File: config.mk
export PLATFORM = sky130hd
export DESIGN_NAME = video_dma_writer_flat
export DESIGN_NICKNAME = d
export VERILOG_FILES = /design/src/rtl/video_dma_pkg.sv /design/src/rtl/video_dma_writer_if.sv /design/src/rtl/video_dma_writer.sv /design/src/flat_wrapper.sv
export SDC_FILE = /design/constraint.sdc
export NUM_CORES = 1
export LEC_CHECK = 0
export BUFFER_PORTS_ARGS = -buffer_cell sky130_fd_sc_hd__buf_2
export CORE_MARGIN = 2
export CORE_UTILIZATION = 54
export DETAILED_ROUTE_END_ITERATION = 8
export PLACE_DENSITY = 0.8
export SYNTH_ARGS = -nofsm -noshare
export SYNTH_HDL_FRONTEND = slang
export SYNTH_SLANG_ARGS = --single-unit
File: constraint.sdc
create_clock -name clk -period 2.5 [get_ports clk]
set_input_delay 0.25 -clock clk [delete_from_list [all_inputs] [get_ports clk]]
set_output_delay 0.25 -clock clk [all_outputs]
set_load 0.02 [all_outputs]
File: src/rtl/video_dma_pkg.sv
// Shared definitions for the video DMA engines (capture writer and frame reader).
package video_dma_pkg;

    typedef enum logic [1:0] {
        ST_IDLE      = 2'd0,
        ST_WAIT_DATA = 2'd1,
        ST_BURST     = 2'd2
    } dma_state_e;

    localparam int unsigned DEFAULT_H_RES     = 32'd1280;
    localparam int unsigned DEFAULT_V_RES     = 32'd720;
    localparam int unsigned DEFAULT_BURST_LEN = 32'd64;
    localparam int unsigned BYTES_PER_WORD    = 32'd4;

    // Byte distance covered by one burst of burst_len 32-bit words.
    function automatic logic [31:0] burst_addr_step(input int unsigned burst_len);
        return 32'(burst_len * BYTES_PER_WORD);
    endfunction

endpackage

File: src/rtl/video_dma_writer_if.sv
// Avalon-MM burst write bus plus the show-ahead capture FIFO read port.
interface video_dma_writer_if;

    logic        m_waitrequest;
    logic [31:0] m_address;
    logic        m_write;
    logic [31:0] m_writedata;
    logic [7:0]  m_burstcount;
    logic [3:0]  m_byteenable;
    logic [9:0]  fifo_used;
    logic [31:0] fifo_rd_data;
    logic        fifo_rd_en;

    modport master (
        input  m_waitrequest,
        output m_address,
        output m_write,
        output m_writedata,
        output m_burstcount,
        output m_byteenable,
        input  fifo_used,
        input  fifo_rd_data,
        output fifo_rd_en
    );

    modport slave (
        output m_waitrequest,
        input  m_address,
        input  m_write,
        input  m_writedata,
        input  m_burstcount,
        input  m_byteenable,
        output fifo_used,
        output fifo_rd_data,
        input  fifo_rd_en
    );

endinterface

File: src/rtl/video_dma_writer.sv
// Capture-side frame DMA: drains the capture FIFO into a linear frame buffer
// using fixed-length Avalon-MM write bursts, single-shot or vsync-triggered.
module video_dma_writer
    import video_dma_pkg::*;
#(
    parameter int unsigned BURST_LEN        = DEFAULT_BURST_LEN,
    parameter int unsigned FIFO_DEPTH       = 32'd512,
    parameter int unsigned H_RES            = DEFAULT_H_RES,
    parameter int unsigned V_RES            = DEFAULT_V_RES,
    parameter int unsigned FRAME_SIZE_WORDS = H_RES * V_RES
) (
    input  logic               clk,
    input  logic               reset_n,
    input  logic [31:0]        start_addr,
    input  logic               dma_start,
    input  logic               dma_cont_en,
    input  logic               vsync_edge,
    output logic               dma_done,
    output logic               busy,
    video_dma_writer_if.master bus
);

    localparam logic [31:0] BURST_LEN_W = 32'(BURST_LEN);
    localparam logic [31:0] FRAME_W     = 32'(FRAME_SIZE_WORDS);
    localparam logic [31:0] ADDR_STEP   = burst_addr_step(BURST_LEN);

    generate
        if (((FRAME_SIZE_WORDS % BURST_LEN) != 0) || (BURST_LEN < 1) ||
            (BURST_LEN > 255) || (BURST_LEN > FIFO_DEPTH)) begin : g_param_check
            $error("video_dma_writer: frame size must be a multiple of a burst of 1..255 words that fits the FIFO");
        end
    endgenerate

    dma_state_e  state_q,       state_d;
    logic [31:0] addr_reg_q,    addr_reg_d;
    logic [31:0] words_q,       words_d;
    logic [31:0] beat_cnt_q,    beat_cnt_d;
    logic        cont_mode_q,   cont_mode_d;
    logic [31:0] m_address_q,   m_address_d;
    logic        m_write_q,     m_write_d;
    logic        dma_done_q,    dma_done_d;
    logic        busy_q,        busy_d;
    logic        beat_accept_s;
    logic        fifo_ready_s;

    assign beat_accept_s     = m_write_q && !bus.m_waitrequest;
    assign fifo_ready_s      = ({22'd0, bus.fifo_used} >= BURST_LEN_W);

    assign bus.m_address     = m_address_q;
    assign bus.m_write       = m_write_q;
    assign bus.m_writedata   = bus.fifo_rd_data;
    assign bus.m_burstcount  = BURST_LEN_W[7:0];
    assign bus.m_byteenable  = 4'hF;
    assign bus.fifo_rd_en    = beat_accept_s;
    assign dma_done          = dma_done_q;
    assign busy              = busy_q;

    // Next-state and next-output computation for the frame/burst sequencer.
    always_comb begin
        state_d     = state_q;
        addr_reg_d  = addr_reg_q;
        words_d     = words_q;
        beat_cnt_d  = beat_cnt_q;
        cont_mode_d = cont_mode_q;
        m_address_d = m_address_q;
        m_write_d   = m_write_q;
        dma_done_d  = 1'b0;
        busy_d      = busy_q;

        case (state_q)
            ST_IDLE: begin
                if (dma_start) begin
                    addr_reg_d  = start_addr;
                    words_d     = 32'd0;
                    cont_mode_d = 1'b0;
                    busy_d      = 1'b1;
                    state_d     = ST_WAIT_DATA;
                end else if (dma_cont_en && vsync_edge) begin
                    addr_reg_d  = start_addr;
                    words_d     = 32'd0;
                    cont_mode_d = 1'b1;
                    busy_d      = 1'b1;
                    state_d     = ST_WAIT_DATA;
                end else begin
                    state_d     = ST_IDLE;
                end
            end

            ST_WAIT_DATA: begin
                // Launch only a fully buffered burst so beats never starve mid-burst.
                if (fifo_ready_s) begin
                    m_address_d = addr_reg_q;
                    beat_cnt_d  = 32'd0;
                    m_write_d   = 1'b1;
                    state_d     = ST_BURST;
                end else begin
                    state_d     = ST_WAIT_DATA;
                end
            end

            ST_BURST: begin
                if (beat_accept_s) begin
                    if (beat_cnt_q == (BURST_LEN_W - 32'd1)) begin
                        m_write_d  = 1'b0;
                        addr_reg_d = addr_reg_q + ADDR_STEP;
                        words_d    = words_q + BURST_LEN_W;
                        if (words_d == FRAME_W) begin
                            dma_done_d = 1'b1;
                            busy_d     = 1'b0;
                            state_d    = ST_IDLE;
                        end else begin
                            state_d    = ST_WAIT_DATA;
                        end
                    end else begin
                        beat_cnt_d = beat_cnt_q + 32'd1;
                    end
                end else begin
                    state_d = ST_BURST;
                end
            end

            default: begin
                m_write_d = 1'b0;
                busy_d    = 1'b0;
                state_d   = ST_IDLE;
            end
        endcase
    end

    // State and registered-output flops with synchronous active-low reset.
    always_ff @(posedge clk) begin
        if (!reset_n) begin
            state_q     <= ST_IDLE;
            addr_reg_q  <= 32'd0;
            words_q     <= 32'd0;
            beat_cnt_q  <= 32'd0;
            cont_mode_q <= 1'b0;
            m_address_q <= 32'd0;
            m_write_q   <= 1'b0;
            dma_done_q  <= 1'b0;
            busy_q      <= 1'b0;
        end else begin
            state_q     <= state_d;
            addr_reg_q  <= addr_reg_d;
            words_q     <= words_d;
            beat_cnt_q  <= beat_cnt_d;
            cont_mode_q <= cont_mode_d;
            m_address_q <= m_address_d;
            m_write_q   <= m_write_d;
            dma_done_q  <= dma_done_d;
            busy_q      <= busy_d;
        end
    end

endmodule

File: src/flat_wrapper.sv
// flat-port wrapper written by rule: the top's interface ports become plain ports
module video_dma_writer_flat import video_dma_pkg::*;
#(
    parameter int unsigned BURST_LEN        = DEFAULT_BURST_LEN,
    parameter int unsigned FIFO_DEPTH       = 32'd512,
    parameter int unsigned H_RES            = DEFAULT_H_RES,
    parameter int unsigned V_RES            = DEFAULT_V_RES,
    parameter int unsigned FRAME_SIZE_WORDS = H_RES * V_RES
)
  (clk, reset_n, start_addr, dma_start, dma_cont_en, vsync_edge, dma_done, busy, bus_m_waitrequest, bus_m_address, bus_m_write, bus_m_writedata, bus_m_burstcount, bus_m_byteenable, bus_fifo_used, bus_fifo_rd_data, bus_fifo_rd_en);
  video_dma_writer_if bus_i ();
  input  logic clk;
  input  logic reset_n;
  input  logic [31:0] start_addr;
  input  logic dma_start;
  input  logic dma_cont_en;
  input  logic vsync_edge;
  output logic dma_done;
  output logic busy;
  input wire logic [$bits(bus_i.m_waitrequest)-1:0] bus_m_waitrequest;
  output wire logic [$bits(bus_i.m_address)-1:0] bus_m_address;
  output wire logic [$bits(bus_i.m_write)-1:0] bus_m_write;
  output wire logic [$bits(bus_i.m_writedata)-1:0] bus_m_writedata;
  output wire logic [$bits(bus_i.m_burstcount)-1:0] bus_m_burstcount;
  output wire logic [$bits(bus_i.m_byteenable)-1:0] bus_m_byteenable;
  input wire logic [$bits(bus_i.fifo_used)-1:0] bus_fifo_used;
  input wire logic [$bits(bus_i.fifo_rd_data)-1:0] bus_fifo_rd_data;
  output wire logic [$bits(bus_i.fifo_rd_en)-1:0] bus_fifo_rd_en;
  assign bus_i.m_waitrequest = bus_m_waitrequest;
  assign bus_m_address = bus_i.m_address;
  assign bus_m_write = bus_i.m_write;
  assign bus_m_writedata = bus_i.m_writedata;
  assign bus_m_burstcount = bus_i.m_burstcount;
  assign bus_m_byteenable = bus_i.m_byteenable;
  assign bus_i.fifo_used = bus_fifo_used;
  assign bus_i.fifo_rd_data = bus_fifo_rd_data;
  assign bus_fifo_rd_en = bus_i.fifo_rd_en;
  video_dma_writer #(.BURST_LEN(BURST_LEN), .FIFO_DEPTH(FIFO_DEPTH), .H_RES(H_RES), .V_RES(V_RES), .FRAME_SIZE_WORDS(FRAME_SIZE_WORDS)) u_core (.clk(clk), .reset_n(reset_n), .start_addr(start_addr), .dma_start(dma_start), .dma_cont_en(dma_cont_en), .vsync_edge(vsync_edge), .dma_done(dma_done), .busy(busy), .bus(bus_i));
endmodule
==> metrics.csv, run 1 <==
stage,metric,value,unit
sta,max_slew_margin,21.4,%
synth,yosysTopAreaCell,dfxtp_1,
final_layout,area_delta_synth_final,16.8,%
synth,ys.flop_type,dfxtp_1,
power_and_ir_drop,power.density,735,nW/um2
sta,drv_slew,0,
place,postPlaceCellArea,7110,um2
clocking,clk_path_buf_depth,2,
detailed_routing,first_iter_violations,782,
sta,period_minus_slack,2.39,ns
die,num_io_pins,160,
place,place_hpwl,11500,um
power_and_ir_drop,p_comb_share,14.0,%
worst_setup_path,critPathRequiredTime,2.79,ns
sta,whs,0.0643,ns
clocking,clock_latency,0.43,ns
global_route,grt_pass1_vias,5843,
die,start_util,55.4,%
power_and_ir_drop,swShare,27.7,%
power_and_ir_drop,p_total,5.72,mW
worst_setup_path,crit_family,compound AO/OA/AOI/OAI gates,
detailed_routing,wl_per_cell,16.0,um
synth,synthArstFlopShare,0,%
synth,synth-edff-count,0,
detailed_routing,drtPass1Iterations,5,
sta,fin_skew,0.0113,ns
synth,synthesis.area,6660,um2
sta,setup_tns,0,ns
clocking,path_clk_slew,0.06,ns
worst_setup_path,arrival,2.69,ns
worst_setup_path,cp_slowest_cell,or4_4,
die,die_x,115,um
power_and_ir_drop,ir_drop,0.000461,V
worst_setup_path,path_class,reg2reg,
clocking,cts_sinks,127,
worst_setup_path,crit_buf_inv,0,
power_and_ir_drop,clkPwrFrac,46.7,%
synth,synth_top_area_share,38.2,%
synth,synth_warnings,0,
global_route,track_usage,26.8,%
worst_setup_path,crit_fanout,5,
synth,avgSynthCellArea,7.53,um2
sta,setup_viol,0,
power_and_ir_drop,internal_power,4.14,mW
sta,tightestPinTransition,1.18,ns
final_layout,drive_gt1_share,19.0,%
synth,synth_cells,885,
synth,synth-seq-area-share,38.2,%
global_route,antenna_found_initial,1,
place,routabilityCongestion,0.876,
detailed_routing,wirelength,17600,um
die,rows,40,
outcome,outcome,finished clean,
global_route,grt_max_degree,45,
sta,hold_viol_final,0,
sta,timing.final.crit_share,95.7,%
synth,yosys-top-cells-area,"dfxtp_1 38%, nand2_1 8.2%, a21oi_1 7.5%",
die,chipHeight,115,um
synth,ys_ff_latch,127,
power_and_ir_drop,seq_power_share,39.3,%
final_layout,fin_area,7780,um2
sta,rsz0062_at_grt,true,
worst_setup_path,worstPathCellList,"nand2_1, or4_4, xor2_1, a2111oi_4, o2111ai_2, o311ai_2, a31oi_1",
die,coreArea,12000,um2
clocking,cts_setup_buffers,0,
final_layout,final_net_count,1022,
detailed_routing,avgViaCountPerCell,5.98,
hold_path,min_path_type,in2reg,
detailed_routing,ant_nets,0,
global_route,grt_pass1_wl,28300,um
worst_setup_path,endpoint_kind,register,
clocking,numCtsBuffers,17,
worst_setup_path,max_stage_delay,0.59,ns
worst_setup_path,start_kind,register,
power_and_ir_drop,p_sw,1.58,mW
place,io_buffers,77,
detailed_routing,remaining_drc_errors,0,
power_and_ir_drop,p_leak,2.98,nW
synth,synthDistinctLibCells,63,
die,die_area,13200,um2
detailed_routing,via_count,6577,
clocking,clock-root-buffer,clkbuf_16,
clocking,htree_levels,4,
global_route,grt_overflow,0,
sta,fmax,0.418,GHz
run,maxCapViolCount,0,
clocking,cts_tree,yes,
-- Yosys cell counts (3+ instances only) --
library cell,count
nand2b_1,3
nand2_1,145
nor3_1,27
or4_1,3
buf_2,13
nor3_2,3
nor2_1,94
o21ai_1,9
xor2_1,19
o31ai_1,3
clkbuf_1,40
xnor2_1,16
nor4_1,13
dfxtp_1,127
nor4_2,3
o31a_1,3
and2_1,4
buf_4,46
or3_1,6
nand4_1,32
o21ai_0,27
and3_1,16
inv_1,14
a21oi_1,100
o22ai_1,4
ha_1,4
a211oi_1,7
a31oi_1,13
nand3_1,37
nand3b_1,4
and4_1,7
a311oi_1,5
-- per-layer routing --
metal,track usage [%],up-vias,part of all wire (%)
met5,0,-,0
met4,10.8,0,2.1
met3,6.01,29,8.2
met2,41.6,300,45
met1,36.4,3072,45
li1,-,3176,-
-- cell families (layout without fill, tap and decap cells) --
family	Yosys count	in the layout	share of synthesized area (%)
other	2	13	0.113
adders and majority gates	4	4	0.751
AOI/OAI and AO/OA	198	198	18.1
xor gates and xnor gates	35	35	4.60
DFF	127	127	38.2
buffers and inverters	113	169	9.21
and+or+nand+nor	406	406	29.1
-- cell usage in the layout, fill, tap and decap left out, types with 17 or more instances in the layout --
| master | Yosys | layout |
|---|---|---|
| nor2_1 | 94 | 91 |
| buf_2 | 13 | 77 |
| xor2_1 | 19 | 19 |
| buf_4 | 46 | 43 |
| o21ai_0 | 27 | 27 |
| nand3_1 | 37 | 36 |
| nand4_1 | 32 | 32 |
| dfxtp_1 | 127 | 123 |
| clkbuf_16 | 0 | 17 |
| a21oi_1 | 100 | 100 |
| nor3_1 | 27 | 26 |
| nand2_1 | 145 | 145 |
-- cell type report --
cell class	count	area [um2]
antenna	1	2.50
multi-input combinational	655	3590
sequential	127	2550
timing repair buffer	123	768
clock inverter	12	183
clock buffer	20	457
fill	1018	4230
inverter	14	52.6
tap	147	184
-- state kept, by name (all words and copies together), names as in the netlist --
register	count
u_core.dma_done	1
u_core.words_q	26
u_core.state_q	2
u_core.beat_cnt_q	32
u_core.addr_reg_q	32
u_core.busy	1
u_core.bus.m_address	32
u_core.bus.m_write	1
-- tightest hold or removal path: cells and delay by family --
kind	cells	cell delay, ns
AOI/OAI and AO/OA	1	0.05
buffers and inverters	1	0.09
and+or+nand+nor	1	0.05
-- stage by stage --
stage                     utilization, %  std cells  worst slack [ns]
after global placement              59.2       1066           -0.0408
after CTS                           64.5       1098            0.0320
after floorplan                        -        895             0.211
final                               64.8       1099             0.108
after global routing                64.8       1099           -0.0303
after detailed placement            59.2       1066            -0.111
-- power by group through the flow --
stage / Combinational (mW) / Sequential (mW) / Clock [mW]
floorplan: 0.560 / 2.30 / 0
global placement: 0.775 / 2.28 / 0
detailed placement: 0.785 / 2.29 / 0
CTS: 0.793 / 2.24 / 2.70
global route: 0.875 / 2.26 / 2.79
finish: 0.799 / 2.25 / 2.67
-- worst paths after layout --
check / startpoint / endpoint / slack, ns / cells after the start
max: u_core.words_q[16]$_SDFFE_PN0P_ / u_core.busy$_SDFFE_PN0P_ / 0.11 / 7
min: start_addr[2] / u_core.addr_reg_q[2]$_SDFFE_PN0P_ / 0.06 / 3
max reg2reg: u_core.words_q[16]$_SDFFE_PN0P_ / u_core.busy$_SDFFE_PN0P_ / 0.11 / 7
min reg2reg: u_core.bus.m_address[15]$_SDFFE_PN0P_ / u_core.bus.m_address[15]$_SDFFE_PN0P_ / 0.45 / 2
-- what timing repair did --
item,CTS,global route
hold buffers,0,0
pin swaps,0,1
gates resized for setup,1,8
endpoints found under the setup margin,1,7
(Power assumes the default switching activity.)
==> run 2, diff against run 1 <==
--- a/config.mk
+++ b/config.mk
@@ -7,9 +7,8 @@
 export LEC_CHECK = 0
 export BUFFER_PORTS_ARGS = -buffer_cell sky130_fd_sc_hd__buf_2
 export CORE_MARGIN = 2
-export CORE_UTILIZATION = 54
+export CORE_UTILIZATION = 41
 export DETAILED_ROUTE_END_ITERATION = 8
-export PLACE_DENSITY = 0.8
 export SYNTH_ARGS = -nofsm -noshare
 export SYNTH_HDL_FRONTEND = slang
 export SYNTH_SLANG_ARGS = --single-unit
==> run 2 against run 1 <==
Final cell count increased by 8.8%. Die area increased by 31%. Critical path depth increased by 1. Clock skew decreased by 0.0041 ns. Sequential power about the same. Fmax decreased by 0.11%. Wire length increased by 2.0%.
==> metrics.csv, run 2 (synthesized netlist as in run 1, its figures left out) <==
stage,metric,value,unit,change
sta,fin_skew,0.00728,ns,-0.00405 ns
sta,drv_slew,0,,unchanged
power_and_ir_drop,p_sw,1.63,mW,+3.2%
clocking,clk_path_buf_depth,2,,unchanged
sta,timing.final.crit_share,95.8,%,+0.10 points
clocking,htree_levels,4,,unchanged
clocking,path_clk_slew,0.06,ns,about the same
detailed_routing,drtPass1Iterations,5,,unchanged
worst_setup_path,arrival,2.68,ns,about the same
sta,setup_slack,0.105,ns,-0.00258 ns
detailed_routing,wirelength,17900,um,+2.0%
clocking,clock-root-buffer,clkbuf_16,,
power_and_ir_drop,seq_power_share,40.3,%,+1.0 points
global_route,grt_pass1_wl,29800,um,+5.2%
place,io_buffers,77,,unchanged
die,die_area,17300,um2,+31%
detailed_routing,wl_per_cell,15.0,um,-6.3%
worst_setup_path,critPathRequiredTime,2.79,ns,about the same
sta,period_minus_slack,2.39,ns,+0.00258 ns
place,place_hpwl,12500,um,+9.0%
worst_setup_path,cp_slowest_cell,or4_4,,
global_route,track_usage,21.1,%,-5.7 points
sta,hold_viol_final,0,,unchanged
die,coreArea,15900,um2,+32%
final_layout,mostFrequentLayoutCell,nand2_1,,
place,routabilityCongestion,0.843,,-3.8%
global_route,grt_pass1_vias,5825,,-0.31%
worst_setup_path,crit_buf_inv,1,,+1
sta,setup_tns,0,ns,unchanged
die,die_x,131,um,+14%
worst_setup_path,rrSetupSlack,0.11,ns,about the same
detailed_routing,first_iter_violations,434,,-45%
worst_setup_path,crit_family,compound AO/OA/AOI/OAI gates,,
place,pre_cts_ws,0.159,ns,+0.270 ns
final_layout,final_cell_mix,"145 x nand2_1, 127 x dfxtp_1, 100 x a21oi_1",,
die,rows,46,,+15%
worst_setup_path,path_class,reg2reg,,
clocking,clock_latency,0.43,ns,about the same
detailed_routing,ant_nets,0,,unchanged
clocking,cts_sinks,127,,unchanged
global_route,grt_max_degree,44,,-2.2%
detailed_routing,remaining_drc_errors,0,,unchanged
global_route,antenna_found_initial,0,,-1
detailed_routing,avgViaCountPerCell,5.35,,-11%
final_layout,diodes,0,,-1
clocking,numCtsBuffers,17,,unchanged
worst_setup_path,worstPathCellList,"nand4_2, or4_4, xor2_1, a2111oi_4, o2111ai_2, buf_4, o21ai_1, a221oi_1",,
worst_setup_path,endpoint_kind,register,,
final_layout,area_delta_synth_final,20.2,%,
power_and_ir_drop,clkPwrFrac,45.1,%,-1.6 points
die,chipHeight,131,um,+14%
power_and_ir_drop,internal_power,3.93,mW,-5.1%
sta,fmax,0.418,GHz,-0.11%
hold_path,min_path_type,in2reg,,
sta,max_slew_margin,36.6,%,+15 points
run,maxCapViolCount,0,,unchanged
sta,tightestPinTransition,0.950,ns,-0.228 ns
outcome,outcome,finished clean,,
power_and_ir_drop,p_comb_share,14.7,%,+0.7 points
final_layout,drive_gt1_share,21.0,%,+2.0 points
final_layout,fin_area,8010,um2,+2.9%
sta,rsz0062_at_grt,false,,
final_layout,final_net_count,1051,,+2.8%
detailed_routing,via_count,6399,,-2.7%
die,start_util,41.9,%,-14 points
clocking,cts_tree,yes,,
power_and_ir_drop,p_leak,3.10,nW,+3.9%
power_and_ir_drop,swShare,29.4,%,+1.7 points
global_route,grt_overflow,0,,unchanged
die,num_io_pins,160,,unchanged
power_and_ir_drop,power.density,694,nW/um2,-5.5%
place,postPlaceCellArea,7380,um2,+3.8%
worst_setup_path,start_kind,register,,
worst_setup_path,max_stage_delay,0.56,ns,-0.03 ns
power_and_ir_drop,ir_drop,0.000524,V,+14%
worst_setup_path,crit_fanout,4,,-1
sta,setup_viol,0,,unchanged
-- run 2: cell count changes in the layout (fill, tap and decap cells not counted), sizes merged --
cell,before,now
inv,16,18
buf,123,152
clkinv,3,6
clkinvlp,3,2
bufinv,4,2
diode,1,0
clkbuf,20,18
-- run 2: layer usage --
metal / routed length (um) / GRT usage (%) / vias to the layer above
met4: 289 / 7.31 / 0
met1: 8760 / 29.5 / 2967
met2: 7950 / 32.5 / 170
met5: 0 / 0 / -
li1: - / - / 3242
met3: 909 / 4.01 / 20
-- run 2: timing repair --
action | 4_1_cts | 5_1_grt
hold buffers | 0 | 0
resized for setup | 0 | 4
setup buffers | 0 | 1
endpoints found under the setup margin | 0 | 2
-- run 2: power by group through the flow --
stage	clock network, mW	logic [mW]	registers (mW)
floorplan	0	0.560	2.30
global placement	0	0.811	2.28
detailed placement	0	0.816	2.28
CTS	2.55	0.820	2.24
global route	2.65	0.901	2.26
finish	2.51	0.815	2.24
-- run 2: metrics by stage --
stage	instances	power, mW	utilization (%)	hold WS, ns
global route	1196	5.81	50.4	0.0649
floorplan	895	2.86	-	0.386
global placement	1163	3.09	46.5	0.440
finish	1196	5.56	50.4	0.0562
CTS	1195	5.61	50.2	0.0480
detailed placement	1163	3.10	46.5	0.443
-- run 2: worst reg2reg max path: cells and delay by family, from the launching register on --
family | cells | cell delay [ns]
buf+inv | 1 | 0.19
simple gates | 2 | 0.72
flops | 1 | 0.36
compound gates | 4 | 0.80
xor+xnor | 1 | 0.19
-- run 2: layout make-up --
cell class              instances  area, um2
well taps                     216        270
repair buffers                152        961
fillers                      1617       7880
clock buffers                  18        439
multi-input cells             655       3580
clock inverters                14        159
flip-flops and latches        127       2540
inverters                      14       52.6
-- run 2: final timing paths --
kind / from / depth (start not counted) / end
setup / recovery: u_core.words_q[7]$_SDFFE_PN0P_ / 8 / u_core.state_q[0]$_SDFFE_PN0P_
hold / removal: start_addr[0] / 3 / u_core.addr_reg_q[0]$_SDFFE_PN0P_
setup reg to reg: u_core.words_q[7]$_SDFFE_PN0P_ / 8 / u_core.state_q[0]$_SDFFE_PN0P_
hold reg to reg: u_core.bus.m_address[13]$_SDFFE_PN0P_ / 2 / u_core.bus.m_address[13]$_SDFFE_PN0P_
==> run 3, diff against run 2 <==
--- a/config.mk
+++ b/config.mk
@@ -8,7 +8,9 @@
 export BUFFER_PORTS_ARGS = -buffer_cell sky130_fd_sc_hd__buf_2
 export CORE_MARGIN = 2
 export CORE_UTILIZATION = 41
+export CTS_BUF_LIST = sky130_fd_sc_hd__clkbuf_8 sky130_fd_sc_hd__clkbuf_16
 export DETAILED_ROUTE_END_ITERATION = 8
+export SETUP_SLACK_MARGIN = 0.2
 export SYNTH_ARGS = -nofsm -noshare
 export SYNTH_HDL_FRONTEND = slang
 export SYNTH_SLANG_ARGS = --single-unit
==> constraint.sdc (replaced) <==
create_clock -name clk -period 2.5 [get_ports clk]
set_input_delay 0.375 -clock clk [delete_from_list [all_inputs] [get_ports clk]]
set_output_delay 0.375 -clock clk [all_outputs]
set_load 0.02 [all_outputs]
==> run 3 against run 2 <==
Flip-flop and latch count did not move. Clock skew rose by 0.0027 ns. Global-route usage fell by 0.38 points. Largest cell class unchanged. Sequential share of layout area fell by 0.43 points. Total power rose by 0.76%. Fmax rose by 4.1%. Final cell count fell by 0.17%.
==> metrics.csv, run 3 (synthesized netlist as in run 1, its figures left out) <==
stage,metric,value,unit,change
place,routabilityCongestion,0.826,,-2.0%
clocking,clk_path_buf_depth,2,,unchanged
sta,setup_viol,0,,unchanged
final_layout,multi_input_area,3710,um2,+3.7%
final_layout,mostFrequentLayoutCell,nand2_1,,
outcome,outcome,finished clean,,
power_and_ir_drop,power.density,685,nW/um2,-1.4%
clocking,clock_latency,0.43,ns,about the same
sta,timing.final.crit_share,92.0,%,-3.8 points
run,maxCapViolCount,0,,unchanged
place,io_buffers,77,,unchanged
worst_setup_path,start_kind,register,,
die,die_x,131,um,unchanged
final_layout,area_delta_synth_final,22.8,%,
detailed_routing,first_iter_violations,491,,+13%
die,num_io_pins,160,,unchanged
sta,setup_slack,0.200,ns,+0.0952 ns
sta,period_minus_slack,2.30,ns,-0.0952 ns
global_route,grt_pass1_wl,29300,um,-1.6%
sta,max_slew_margin,46.7,%,+10 points
clocking,cts_tree,yes,,
sta,fin_skew,0.00995,ns,+0.00267 ns
place,place_hpwl,12200,um,-2.4%
global_route,track_usage,20.7,%,-0.38 points
worst_setup_path,endpoint_kind,register,,
clocking,htree_levels,4,,unchanged
detailed_routing,remaining_drc_errors,0,,unchanged
global_route,grt_max_degree,42,,-4.5%
detailed_routing,avgViaCountPerCell,5.43,,+1.4%
final_layout,n_fill_cell,1625,,+0.49%
sta,hold_viol_final,0,,unchanged
clocking,numCtsBuffers,17,,unchanged
sta,rsz0062_at_grt,true,,
sta,tightestPinTransition,0.799,ns,-0.151 ns
sta,drv_slew,0,,unchanged
worst_setup_path,crit_fanout,10,,+6
clocking,clock-root-buffer,clkbuf_16,,
die,rows,46,,unchanged
final_layout,diodes,0,,unchanged
die,die_area,17300,um2,unchanged
final_layout,drive_gt1_share,23.2,%,+2.2 points
place,pre_cts_ws,0.101,ns,-0.0573 ns
global_route,antenna_found_initial,0,,unchanged
sta,fmax,0.435,GHz,+4.1%
final_layout,final_cell_mix,"144 x nand2_1, 117 x dfxtp_1, 100 x a21oi_1",,
final_layout,final_net_count,1049,,-0.19%
clocking,cts_sinks,127,,unchanged
global_route,grt_overflow,0,,unchanged
power_and_ir_drop,ir_drop,0.000472,V,-10%
final_layout,ff_latch_area,2560,um2,+0.79%
die,start_util,41.9,%,unchanged
detailed_routing,ant_nets,0,,unchanged
worst_setup_path,path_class,reg2reg,,
detailed_routing,drtPass1Iterations,5,,unchanged
detailed_routing,via_count,6479,,+1.3%
global_route,grt_pass1_vias,5730,,-1.6%
die,coreArea,15900,um2,unchanged
die,chipHeight,131,um,unchanged
clocking,path_clk_slew,0.06,ns,about the same
hold_path,min_path_type,in2reg,,
detailed_routing,wirelength,18300,um,+2.3%
sta,setup_tns,0,ns,unchanged
worst_setup_path,arrival,2.60,ns,-0.08 ns
power_and_ir_drop,p_leak,3.13,nW,+1.1%
worst_setup_path,critPathRequiredTime,2.80,ns,about the same
detailed_routing,wl_per_cell,15.3,um,+2.5%
[run 3: cell types whose count changed in the layout (fill, tap and decap cells not counted), sizes merged]
cell and delta:
inv +4, clkinv -3, clkbuf -1, buf -2
[run 3: area by class of cell]
type	count	share of cell area (%)
Clock buffer	17	5.20
Tap cell	216	3.30
Multi-Input combinational cell	655	45.4
Sequential cell	127	31.3
Timing Repair Buffer	150	12.0
Inverter	14	0.642
Clock inverter	15	2.13
[run 3: final timing paths]
| path | startpoint | end | slack (ns) | depth (start not counted) |
|---|---|---|---|---|
| hold reg to reg | u_core.bus.m_address[13]$_SDFFE_PN0P_ | u_core.bus.m_address[13]$_SDFFE_PN0P_ | 0.45 | 2 |
| setup reg to reg | u_core.words_q[12]$_SDFFE_PN0P_ | u_core.busy$_SDFFE_PN0P_ | 0.20 | 10 |
| hold / removal | start_addr[1] | u_core.addr_reg_q[1]$_SDFFE_PN0P_ | 0.18 | 3 |
| setup / recovery | u_core.words_q[12]$_SDFFE_PN0P_ | u_core.busy$_SDFFE_PN0P_ | 0.20 | 10 |
[run 3: repair_timing]
action                     in CTS  in global routing
hold buffers                    0                  0
gates cloned                    0                  0
setup buffers                   0                 11
setup endpoints to repair      27                 34
pin swaps                       2                 13
gates resized for setup        14                 34
[run 3: routing by layer]
layer | track usage, % | wire length (um) | vias to the layer above
met1 | 28.9 | 8820 | 3038
met4 | 6.88 | 274 | 0
met2 | 31.8 | 8370 | 177
met5 | 0 | 0 | -
met3 | 4.24 | 854 | 23
li1 | - | - | 3241
[run 3: worst max-delay path: stages, from the launching register on]
cell       delay [ns]
dfxtp_2          0.32
buf_6            0.11
nand4_1          0.21
buf_4            0.16
nor2_2           0.04
buf_6            0.13
a2111oi_1        0.38
o211a_1          0.24
o2111ai_4        0.15
o311ai_2         0.29
a31oi_1          0.12
[run 3: metrics by stage]
| stage | power, mW | hold slack [ns] | cell area [um2] | std cells | utilization (%) |
|---|---|---|---|---|---|
| after floorplan | 2.86 | 0.432 | 6700 | 895 | - |
| after global placement | 3.09 | 0.439 | 7290 | 1151 | 45.9 |
| after detailed placement | 3.10 | 0.442 | 7290 | 1151 | 45.9 |
| after CTS | 5.65 | 0.166 | 7940 | 1183 | 50.0 |
| after global routing | 5.84 | 0.174 | 8180 | 1194 | 51.5 |
| final | 5.60 | 0.180 | 8180 | 1194 | 51.5 |
[run 3: power breakdown]
group | internal, mW | switching, mW
Clock | 1.50 | 1.03
Sequential | 2.13 | 0.106
Combinational | 0.289 | 0.542
Total | 3.92 | 1.68
